## src/rtl/frame_seq_detector.sv

```systemverilog
// Multi-pattern framing-sequence detector on the receive byte stream.
// Each pattern has its own progress counter; a shared idle-gap counter drops stale partial matches.
module frame_seq_detector #(
    parameter int NUM_SEQ     = 4,
    parameter int SEQ_BYTES   = 4,
    parameter int GAP_TIMEOUT = 64,
    parameter int IDX_W       = (NUM_SEQ > 1) ? $clog2(NUM_SEQ) : 1
) (
    input  logic                           clk,
    input  logic                           rst_n,
    input  logic                           en,
    input  logic                           data_valid,
    input  logic [7:0]                     data_in,
    input  logic [NUM_SEQ*8*SEQ_BYTES-1:0] seq,
    input  logic [NUM_SEQ-1:0]             seq_mask,
    output logic                           match,
    output logic [NUM_SEQ-1:0]             match_vec,
    output logic [IDX_W-1:0]               match_idx,
    output logic                           busy,
    output logic                           timeout
);

    localparam int               P_W     = $clog2(SEQ_BYTES);
    localparam int               GAP_W   = (GAP_TIMEOUT > 0) ? $clog2(GAP_TIMEOUT + 1) : 1;
    localparam logic [P_W-1:0]   P_LAST  = P_W'(SEQ_BYTES - 1);
    localparam logic [GAP_W-1:0] GAP_MAX = GAP_W'(GAP_TIMEOUT);

    logic [7:0]         seq_byte [NUM_SEQ][SEQ_BYTES];
    logic [P_W-1:0]     p_q [NUM_SEQ];
    logic [P_W-1:0]     p_d [NUM_SEQ];
    logic [GAP_W-1:0]   gap_q, gap_d;
    logic [NUM_SEQ-1:0] complete;
    logic               match_q;
    logic [NUM_SEQ-1:0] match_vec_q;
    logic [IDX_W-1:0]   match_idx_q, match_idx_d;
    logic               busy_q, busy_d;
    logic               timeout_q, timeout_d;

    // Byte 0 of each pattern is its most significant byte and is matched first.
    for (genvar gi = 0; gi < NUM_SEQ; gi++) begin : g_seq
        for (genvar gk = 0; gk < SEQ_BYTES; gk++) begin : g_byte
            assign seq_byte[gi][gk] = seq[(gi*SEQ_BYTES + SEQ_BYTES - 1 - gk)*8 +: 8];
        end
    end

    always_comb begin
        // NOTE: every signal written here gets a default first, so no path can infer a latch.
        complete    = '0;
        gap_d       = gap_q;
        timeout_d   = 1'b0;
        match_idx_d = match_idx_q;
        busy_d      = 1'b0;

        for (int i = 0; i < NUM_SEQ; i++) begin
            p_d[i] = p_q[i];
            if (en && data_valid && seq_mask[i]) begin
                if (data_in == seq_byte[i][p_q[i]]) begin
                    if (p_q[i] == P_LAST) begin
                        complete[i] = 1'b1;
                        p_d[i]      = '0;
                    end else begin
                        p_d[i] = p_q[i] + P_W'(1);
                    end
                end else if (data_in == seq_byte[i][0]) begin
                    p_d[i] = P_W'(1);
                end else begin
                    p_d[i] = '0;
                end
            end
        end

        // A byte on the expiry edge resets the gap before the timeout can fire.
        if (en && GAP_TIMEOUT != 0) begin
            if (data_valid || !busy_q) begin
                gap_d = '0;
            end else if (gap_q == GAP_MAX) begin
                gap_d     = '0;
                timeout_d = 1'b1;
            end else begin
                gap_d = gap_q + GAP_W'(1);
            end
        end

        for (int i = 0; i < NUM_SEQ; i++) begin
            if ((|complete) || timeout_d || !seq_mask[i]) begin
                p_d[i] = '0;
            end
            busy_d = busy_d | (p_d[i] != '0);
        end

        for (int i = NUM_SEQ - 1; i >= 0; i--) begin
            if (complete[i]) begin
                match_idx_d = IDX_W'(i);
            end
        end
    end

    // NOTE: sequential state uses <= so every flop samples the pre-edge values of the others.
    always_ff @(posedge clk or negedge rst_n) begin
        if (!rst_n) begin
            // NOTE: p_q is a small flop array, not a RAM, so it is cleared with the rest of the state.
            for (int i = 0; i < NUM_SEQ; i++) begin
                p_q[i] <= '0;
            end
            gap_q       <= '0;
            match_q     <= 1'b0;
            match_vec_q <= '0;
            match_idx_q <= '0;
            busy_q      <= 1'b0;
            timeout_q   <= 1'b0;
        end else begin
            for (int i = 0; i < NUM_SEQ; i++) begin
                p_q[i] <= p_d[i];
            end
            gap_q       <= gap_d;
            match_q     <= |complete;
            match_vec_q <= complete;
            match_idx_q <= match_idx_d;
            busy_q      <= busy_d;
            timeout_q   <= timeout_d;
        end
    end

    assign match     = match_q;
    assign match_vec = match_vec_q;
    assign match_idx = match_idx_q;
    assign busy      = busy_q;
    assign timeout   = timeout_q;

endmodule

```

## config.mk

```make
export PLATFORM = sky130hd
export DESIGN_NAME = frame_seq_detector
export DESIGN_NICKNAME = d
export VERILOG_FILES = /design/src/rtl/frame_seq_detector.sv
export SDC_FILE = /design/constraint.sdc
export NUM_CORES = 1
export LEC_CHECK = 0
export ABC_AREA = 1
export ABC_CLOCK_PERIOD_IN_PS = 2500
export CAP_MARGIN = 40
export CORE_ASPECT_RATIO = 0.9
export CORE_MARGIN = 2
export CORE_UTILIZATION = 43
export DETAILED_ROUTE_END_ITERATION = 10
export HOLD_SLACK_MARGIN = 0.08
export PLACE_DENSITY = 0.82
export SLEW_MARGIN = 40
export SYNTH_ARGS = -nofsm -noshare
export SYNTH_HDL_FRONTEND = slang
export SYNTH_SLANG_ARGS = --single-unit
```

## constraint.sdc

```tcl
create_clock -name clk -period 2.5 [get_ports clk]
set_input_delay 0.5 -clock clk [delete_from_list [all_inputs] [get_ports clk]]
set_output_delay 0.5 -clock clk [all_outputs]
set_load 0.05 [all_outputs]
```

==> qor.txt, run 1 <==
Die extent in x: 97.98 µm
Setup TNS Final: 0 ns
Critical path fanouts, max: 10
DR vias/cell: 5.162
Clock Pin Slew Worst Setup and Hold Paths: 0.09 ns
Reg2Reg Capture Point: busy
Gr usage total: 27.29%
Post-CTS Setup Bufs: 0
Post-Syn Area: 3418 µm²
Final Power: 0.001246 W
Worst Tran Pin Value: 0.5162 ns
Initial antenna violation count: 0
Largest net degree at the start of global routing: 25
CP endpoint: busy
Fill cell count: 693
# setup viols final: 0
CTS buffer count: 3
Pwr Density: 244.3 nW/µm²
Routed vias: 4372
Fin crit period: 2.149 ns
Crit path DAT: 2.32 ns
H-tree levels: 1
Hold-fix buffers, CTS: 0
R2r setup slk: 0.35 ns
Worst setup margin: 0.3513 ns
Critical Path Start: p_q[1]
TritonCTS clock tree: yes
Synth Area per Inst: 5.707 µm²
Asr flop ratio synth: 100.0%
Achievable frequency: 465.4 MHz
Netlist cell types: 29
Startpoint Class: register
Total of max-cap violations: 0
Area after DPL: 5030 µm²
Synth top area cells: nand2_1 (29%), dfrtp_1 (18%), nand3_1 (15%), inv_1 (5.4%), xor2_1 (5.4%)
RSZ-0062 raised after global routing: false
Final Instance Area: 5102 µm²
Worst Setup End Kind: register
CTS sink cnt: 24
Most used DFF post-synth: dfrtp_1
Clock Latency Late Sink: 0.28 ns
Largest area contributor in the netlist: nand2_1
Share of layout cells above drive strength 1: 8.389%
Clock tree buffer depth: 2
Count leader, synth: nand2_1
Syn Nets: 749
Drt total wl: 12350 µm
Share of the synthesized area in the top cell type: 29.32%
Post-route ant nets: 0
Total grt overflow: 0
Clk root buf: clkbuf_8
Crit share post-route: 85.95%
Vias in the first global route: 4228
Yosys warning total: 0
Register bit total from synthesis: 24
Core Region: 7620 µm²
Status: completed
Lkg Pwr: 2.608 nW
Height of the die: 88.59 µm
Drt wl/cell: 14.59 µm
Final Wtd Congestion: 0.8891
IO Pins: 153
Die area: 8680 µm²
Hold WC Path Type: register to register
# rows: 30
Resize count post-CTS: 0
Most common library cells after synthesis: nand2_1 (267), nand3_1 (105), inv_1 (49)
Maximum vdd drop: 0.2253 mV
Worst reg2reg path depth: 13
First-pass GRT wire length: 19130 µm
Post-synth EDFFs: 0
Final nets: 902
Sequential fraction of the synthesis area: 17.57%
Slew headroom: 65.48%
Router iterations before antenna repair: 5
Critical setup path kind: register to register
Hold Fails Final Rpt: 0
DP Worst Slack: 0.1034 ns
Drt initial violations: 199
Port Buffers: 152
Pins Over Slew Limit: 0
Worst path required time: 2.67 ns
Synth Instances: 599
DR DRC count: 0
Reg2reg start: p_q[1]
Ant diodes: 0
Clk_skew: 0.01189 ns
Hpwl dp: 10070 µm
Synth-to-layout area growth: 49.27%
Initial Util: 44.86%
-- flip-flops by register name, summed over array words and instances (netlist names) --
name / cells
gap_q: 7
p_q: 8
match_vec: 4
timeout: 1
match: 1
busy: 1
match_idx: 2
-- metrics by stage --
stage / utilization (%) / hold slack [ns] / instances
final: 66.96 / 0.5041 / 847
after global routing: 66.96 / 0.5435 / 847
after CTS: 66.95 / 0.5069 / 847
after detailed placement: 66.01 / 0.4876 / 843
after global placement: 66.01 / 0.4963 / 843
after floorplan: - / 0.2044 / 599
-- layer usage --
| metal | vias to the layer above | global-route usage, % | wire length [µm] |
|---|---|---|---|
| li1 | 2210 | - | - |
| met1 | 1947 | 31.80 | 5202 |
| met2 | 187 | 52.86 | 5992 |
| met3 | 28 | 3.318 | 822 |
| met4 | 0 | 8.207 | 336 |
| met5 | - | 0 | 0 |
-- worst min path at each step --
stage	from	endpoint	slack (ns)	cells after the start
6_report	match_idx[0]	match_idx[0]	0.50	2
5_1_grt	match_idx[1]	match_idx[1]	0.54	2
4_1_cts	match_idx[0]	match_idx[0]	0.51	2
3_5_place_dp	match_idx[1]	match_idx[1]	0.49	2
3_3_place_gp	match_idx[0]	match_idx[0]	0.50	2
2_1_floorplan	rst_n	busy	0.20	0
-- cell type report --
type / count / area [µm²] / share of cell area, %
repair buffers: 173 / 1679 / 32.91
clock buffers: 3 / 41.29 / 0.8092
clock inverters: 1 / 30.03 / 0.5885
well taps: 96 / 120.1 / 2.354
flip-flops and latches: 24 / 601.8 / 11.80
multi-input cells: 493 / 2401 / 47.06
inverters: 57 / 229.0 / 4.488
-- cells by family (layout without fill, tap and decap cells) --
logic type      Yosys count  count (layout)  share of synthesized area, %
xor+xnor                 32              32                         8.199
simple gates            438             438                         57.10
compound gates           17              17                         2.745
buf+inv                  82             234                         12.19
fa+ha+maj                 6               6                         2.196
flops                    24              24                         17.57
-- placed cells by master (no fill, tap or decap), drive strengths merged, types with 11 or more instances in the layout --
cell / instances
inv: 57
clkdlybuf4s50: 152
nor2: 25
buf: 21
xnor2: 11
nand2: 276
nand4: 12
nand3: 117
xor2: 21
dfrtp: 24
-- power breakdown --
group | internal [W] | switching, W
combinational | 0.000299 | 0.000209
sequential | 0.000391 | 0.00000296
clock | 0.000214 | 0.000130
total | 0.000904 | 0.000342
-- critical path, stage by stage, from the launching register on --
cell and delay (ns):
dfrtp_1 0.62, inv_2 0.18, nand3_1 0.15, nand3_1 0.08, nand2_1 0.07, nand3_1 0.07, nor2_1 0.19, nand3_1 0.15
nand2_2 0.12, nor2_4 0.07, nand4_1 0.12, nand2_1 0.07, nor2_1 0.09, nand2_1 0.06
Power figures use the tool's default switching activity.
==> inputs of run 2 (changes only) <==
- SETUP_SLACK_MARGIN: unset -> 0.3
==> run 2 against run 1 <==
Largest power group unchanged. Global-route usage did not move. Largest cell class unchanged. Design area rose by 3.7%. Worst setup slack improved by 0.11 ns. Highest routed layer unchanged. First-iteration DRC count rose by 5.5%. Hold slack improved by 0.0026 ns. Core utilization rose by 2.5 points. Clock skew barely moved. Register-to-register slack improved by 0.15 ns. Via count rose by 1.9%. Die area did not move. Combinational power rose by 3%.
==> qor.txt, run 2 (same netlist as run 1, synthesis figures left out) <==
# rows: 30
TritonCTS clock tree: yes
Synth-to-layout area growth: 54.79%
Hold_sp: match_idx[1]
Drt wl/cell: 14.76 µm
Hold Fails Final Rpt: 0
Largest net degree at the start of global routing: 25
Max FFs per register: 8
Share of layout cells above drive strength 1: 10.92%
Status: completed
Drt initial violations: 210
Final nets: 911
Maximum vdd drop: 0.2252 mV
Port Buffers: 152
Fin crit period: 2.042 ns
Clock tree buffer depth: 2
Worst Setup End Kind: register
Initial antenna violation count: 0
Router iterations before antenna repair: 5
Critical path fanouts, max: 5
Clock Pin Slew Worst Setup and Hold Paths: 0.09 ns
Worst path required time: 2.67 ns
Pwr Density: 239.0 nW/µm²
Commonest non-fill, non-tap cell in the layout: nand2_1
Drt total wl: 12640 µm
CTS buffer count: 3
Crit path DAT: 2.22 ns
# setup viols final: 0
Die extent in x: 97.98 µm
Clk_skew: 0.01201 ns
Hpwl dp: 10070 µm
Worst reg2reg path depth: 16
Startpoint Class: input port
First-pass GRT wire length: 19130 µm
Hold WC Path Type: register to register
DR DRC count: 0
Most frequent cells in the layout: nand2_1 (267), clkdlybuf4s50_1 (149), nand3_1 (103)
Pins Over Slew Limit: 0
CTS sink cnt: 24
Gr usage total: 27.29%
Clock Latency Late Sink: 0.28 ns
Slew headroom: 65.33%
Setup TNS Final: 0 ns
Critical setup path kind: input port to register
Critical Path Start: data_in[4]
Reg2reg start: p_q[2]
Worst Tran Pin Value: 0.5185 ns
DR vias/cell: 5.207
H-tree levels: 1
Crit share post-route: 81.70%
Initial Util: 44.86%
Worst setup margin: 0.4575 ns
DP Worst Slack: 0.1034 ns
Reg with most FFs: p_q
Die area: 8680 µm²
Clk root buf: clkbuf_8
Core Region: 7620 µm²
IO Pins: 153
Total of max-cap violations: 0
Routed vias: 4457
Final Wtd Congestion: 0.8891
Lkg Pwr: 2.680 nW
RSZ-0062 raised after global routing: false
Total grt overflow: 0
Achievable frequency: 489.6 MHz
Hold depth: 2
Ant diodes: 0
Post-route ant nets: 0
Height of the die: 88.59 µm
Vias in the first global route: 4228
==> run 2: cell types whose count changed in the layout (fill, tap and decap cells not counted), sizes merged <==
cell           previous run  this run
buf                      21        28
clkbuf                    3         4
clkdlybuf4s50           152       149
dlymetal6s2s              0         3
nor2                     25        26
==> run 2: per-layer routing <==
metal | global-route usage [%] | wire length [µm] | vias to the layer above
li1 | - | - | 2226
met1 | 31.80 | 5343 | 2039
met2 | 52.86 | 6271 | 165
met3 | 3.318 | 742 | 27
met4 | 8.207 | 277 | 0
met5 | 0 | 0 | -
==> run 2: repair_timing <==
action,4_1_cts,5_1_grt
buffers inserted,0,8
hold endpoints to repair,0,0
hold buffers,0,0
gates cloned,0,1
pin swaps,0,6
gates resized for setup,1,28
endpoints found under the setup margin,1,2
==> run 2: cell type report <==
class | instances | area (µm²)
Inverter | 57 | 231.5
Clock inverter | 1 | 30.03
Clock buffer | 3 | 41.29
Multi-Input combinational cell | 494 | 2482
Tap cell | 96 | 120.1
Fill cell | 658 | 2328
Sequential cell | 24 | 609.3
Timing Repair Buffer | 181 | 1777
==> run 2: worst max-delay path, cell delays in order <==
cell and delay [ns]:
clkdlybuf4s50_1 0.54, buf_4 0.17, nand3_1 0.08, nand2_1 0.07, nand3_1 0.10, nor2_4 0.15, nand3_4 0.10, nand2_4 0.10
nor2_2 0.07, nand4_1 0.11, nand2_1 0.06, nor2_1 0.10, nand2_1 0.06
==> run 2: where the power goes <==
part	internal [W]	total [W]	switching [W]	leakage, nW
logic	0.000306	0.000525	0.000219	2.32
registers	0.000391	0.000394	0.00000300	0.323
clock network	0.000214	0.000346	0.000131	0.0357
total	0.000911	0.00126	0.000354	2.68
==> run 2: worst paths after layout <==
kind	endpoint	slack [ns]
worst min register to register	match_idx[1]	0.51
worst min-delay path	match_idx[1]	0.51
max in group asynchronous	p_q[4]	1.64
worst max register to register	busy	0.50
worst max-delay path	busy	0.46
min in group asynchronous	match_vec[3]	0.59
==> run 2: through the flow <==
| step | instance area, µm² | utilization, % | cells | hold slack, ns | total power, W |
|---|---|---|---|---|---|
| 2_1_floorplan | 3418 | - | 599 | 0.2044 | 0.0005997 |
| 3_3_place_gp | 5030 | 66.01 | 843 | 0.4963 | 0.0008979 |
| 3_5_place_dp | 5030 | 66.01 | 843 | 0.4876 | 0.0009045 |
| 4_1_cts | 5102 | 66.96 | 847 | 0.5069 | 0.001245 |
| 5_1_grt | 5291 | 69.44 | 856 | 0.5373 | 0.001318 |
| 6_report | 5291 | 69.44 | 856 | 0.5067 | 0.001265 |
==> inputs of run 3 (changes only) <==
- ABC_CLOCK_PERIOD_IN_PS: 2500 -> 1950
- clock period: 2.5 -> 1.95 ns (I/O delays scaled with it)
==> run 3 against run 2 <==
The flow now finishes with violations (negative setup slack). Global-route usage grew 3.2 points. Cell count grew 7.0%. Sequential power grew 28%. Clock skew shrank 0.0090 ns. Critical path type is now register to register. Largest power group unchanged. Highest routed layer unchanged.
==> qor.txt, run 3 (same netlist as run 1, synthesis figures left out) <==
Drt total wl: 13900 µm
Area after DPL: 5478 µm²
Post-route insts no fill: 916
Pins Over Slew Limit: 0
Clock Pin Slew Worst Setup and Hold Paths: 0.08 ns
Commonest non-fill, non-tap cell in the layout: nand2_1
Slew headroom: 65.99%
Max FFs per register: 8
Hold WC Path Type: input port to async pin
CP cell instances: buf_12 -> clkinv_8 -> nand2_4 -> nand3_4 -> nand3_2 -> nand4_1 -> nor2_4 -> nand3_4 -> nand2_4 -> nor2_4 -> nand4_1 -> nand2_1 -> nor2_1 -> nand2_1
Most frequent cells in the layout: nand2_1 (233), clkdlybuf4s50_1 (141), buf_4 (78)
Worst path required time: 2.11 ns
DR vias/cell: 5.246
Startpoint Class: register
Pwr Density: 276.9 nW/µm²
Largest net degree at the start of global routing: 25
Routed vias: 4805
Synth-to-layout area growth: 80.86%
Critical path buffers and inverters: 2
Placed insts: 893
Status: finished, violations left
Die area: 8680 µm²
RSZ-0062 raised after global routing: true
# setup viols final: 4
Hold-fix buffers, CTS: 0
Router iterations before antenna repair: 5
Final Instance Area: 6182 µm²
Failing checks: negative setup slack
R2r setup slk: -0.09 ns
Worst Tran Pin Value: 0.5122 ns
Crit share post-route: 104.7%
Reg2reg start: p_q[0]
Achievable frequency: 489.6 MHz
DR DRC count: 0
Worst Setup End Kind: register
TritonCTS clock tree: yes
Total of max-cap violations: 0
Fin crit period: 2.042 ns
IO Pins: 153
H-tree levels: 1
Reg2Reg Capture Point: busy
Clk_skew: 0.002981 ns
Worst setup margin: -0.09246 ns
First-pass GRT wire length: 21650 µm
Gr usage total: 30.50%
Maximum vdd drop: 0.4352 mV
CTS sink cnt: 24
Worst reg2reg path depth: 14
Clock Latency Late Sink: 0.27 ns
Final nets: 971
Total grt overflow: 0
Final Power: 0.001712 W
Clock tree buffer depth: 2
Die extent in x: 97.98 µm
Ant diodes: 0
Core Region: 7620 µm²
Height of the die: 88.59 µm
Port Buffers: 152
Initial antenna violation count: 0
Hpwl dp: 10510 µm
Drt initial violations: 230
CP top delay family: simple AND/OR/NAND/NOR gates
Vias in the first global route: 4699
Post-route ant nets: 0
Drt wl/cell: 15.17 µm
Slowest cell on crit path: dfrtp_2
Lkg Pwr: 3.074 nW
Crit path DAT: 2.21 ns
Hold Fails Final Rpt: 0
Max stage delay on crit path: 0.53 ns
# rows: 30
Critical path fanouts, max: 5
Critical setup path kind: register to register
Share of layout cells above drive strength 1: 27.56%
Clk root buf: clkbuf_8
Reg with most FFs: p_q
Final Wtd Congestion: 0.9100
Initial Util: 44.86%
CTS buffer count: 3
## run 3: repair_timing
action	in CTS	in global routing
gates cloned	4	2
buffers inserted	5	8
endpoints found under the setup margin	21	19
gates resized for setup	51	77
pin swaps	17	37
## run 3: how the worst max path moves through the flow
stage          slack [ns]  depth (start not counted)   end        from
3_5_place_dp        -0.35                         13  busy  data_in[4]
5_1_grt             -0.23                         15  busy      p_q[0]
6_report            -0.09                         14  busy      p_q[0]
2_1_floorplan        0.17                         16  busy      p_q[0]
3_3_place_gp        -0.30                         13  busy  data_in[6]
4_1_cts             -0.02                         15  busy      p_q[0]
## run 3: cell type report
cell class,count,area [µm²]
Sequential cell,24,606.8
Timing Repair Buffer,238,2285
Clock buffer,3,41.29
Timing Repair inverter,3,22.52
Multi-Input combinational cell,494,2833
Inverter,57,244.0
Clock inverter,1,30.03
Fill cell,545,1438
Tap cell,96,120.1
## run 3: where the power goes
group          internal, W  switching (W)
clock network     0.000275       0.000160
registers         0.000501     0.00000375
logic             0.000449       0.000323
total              0.00122       0.000487
## run 3: layer usage
| layer | global-route usage [%] | wire length (µm) | vias to the layer above |
|---|---|---|---|
| met3 | 3.870 | 980 | 34 |
| met1 | 35.18 | 5363 | 2187 |
| li1 | - | - | 2353 |
| met5 | 0 | 0 | - |
| met4 | 7.576 | 404 | 0 |
| met2 | 60.21 | 7148 | 231 |
## run 3: through the flow
| step | utilization (%) | worst slack (ns) | hold slack [ns] | setup TNS, ns |
|---|---|---|---|---|
| 2_1_floorplan | - | 0.1701 | 0.09441 | 0 |
| 3_3_place_gp | 71.89 | -0.3016 | 0.4699 | -2.236 |
| 3_5_place_dp | 71.89 | -0.3465 | 0.4832 | -2.574 |
| 4_1_cts | 75.98 | -0.02148 | 0.4813 | -0.02148 |
| 5_1_grt | 81.13 | -0.2289 | 0.4988 | -1.044 |
| 6_report | 81.13 | -0.09246 | 0.4752 | -0.2253 |
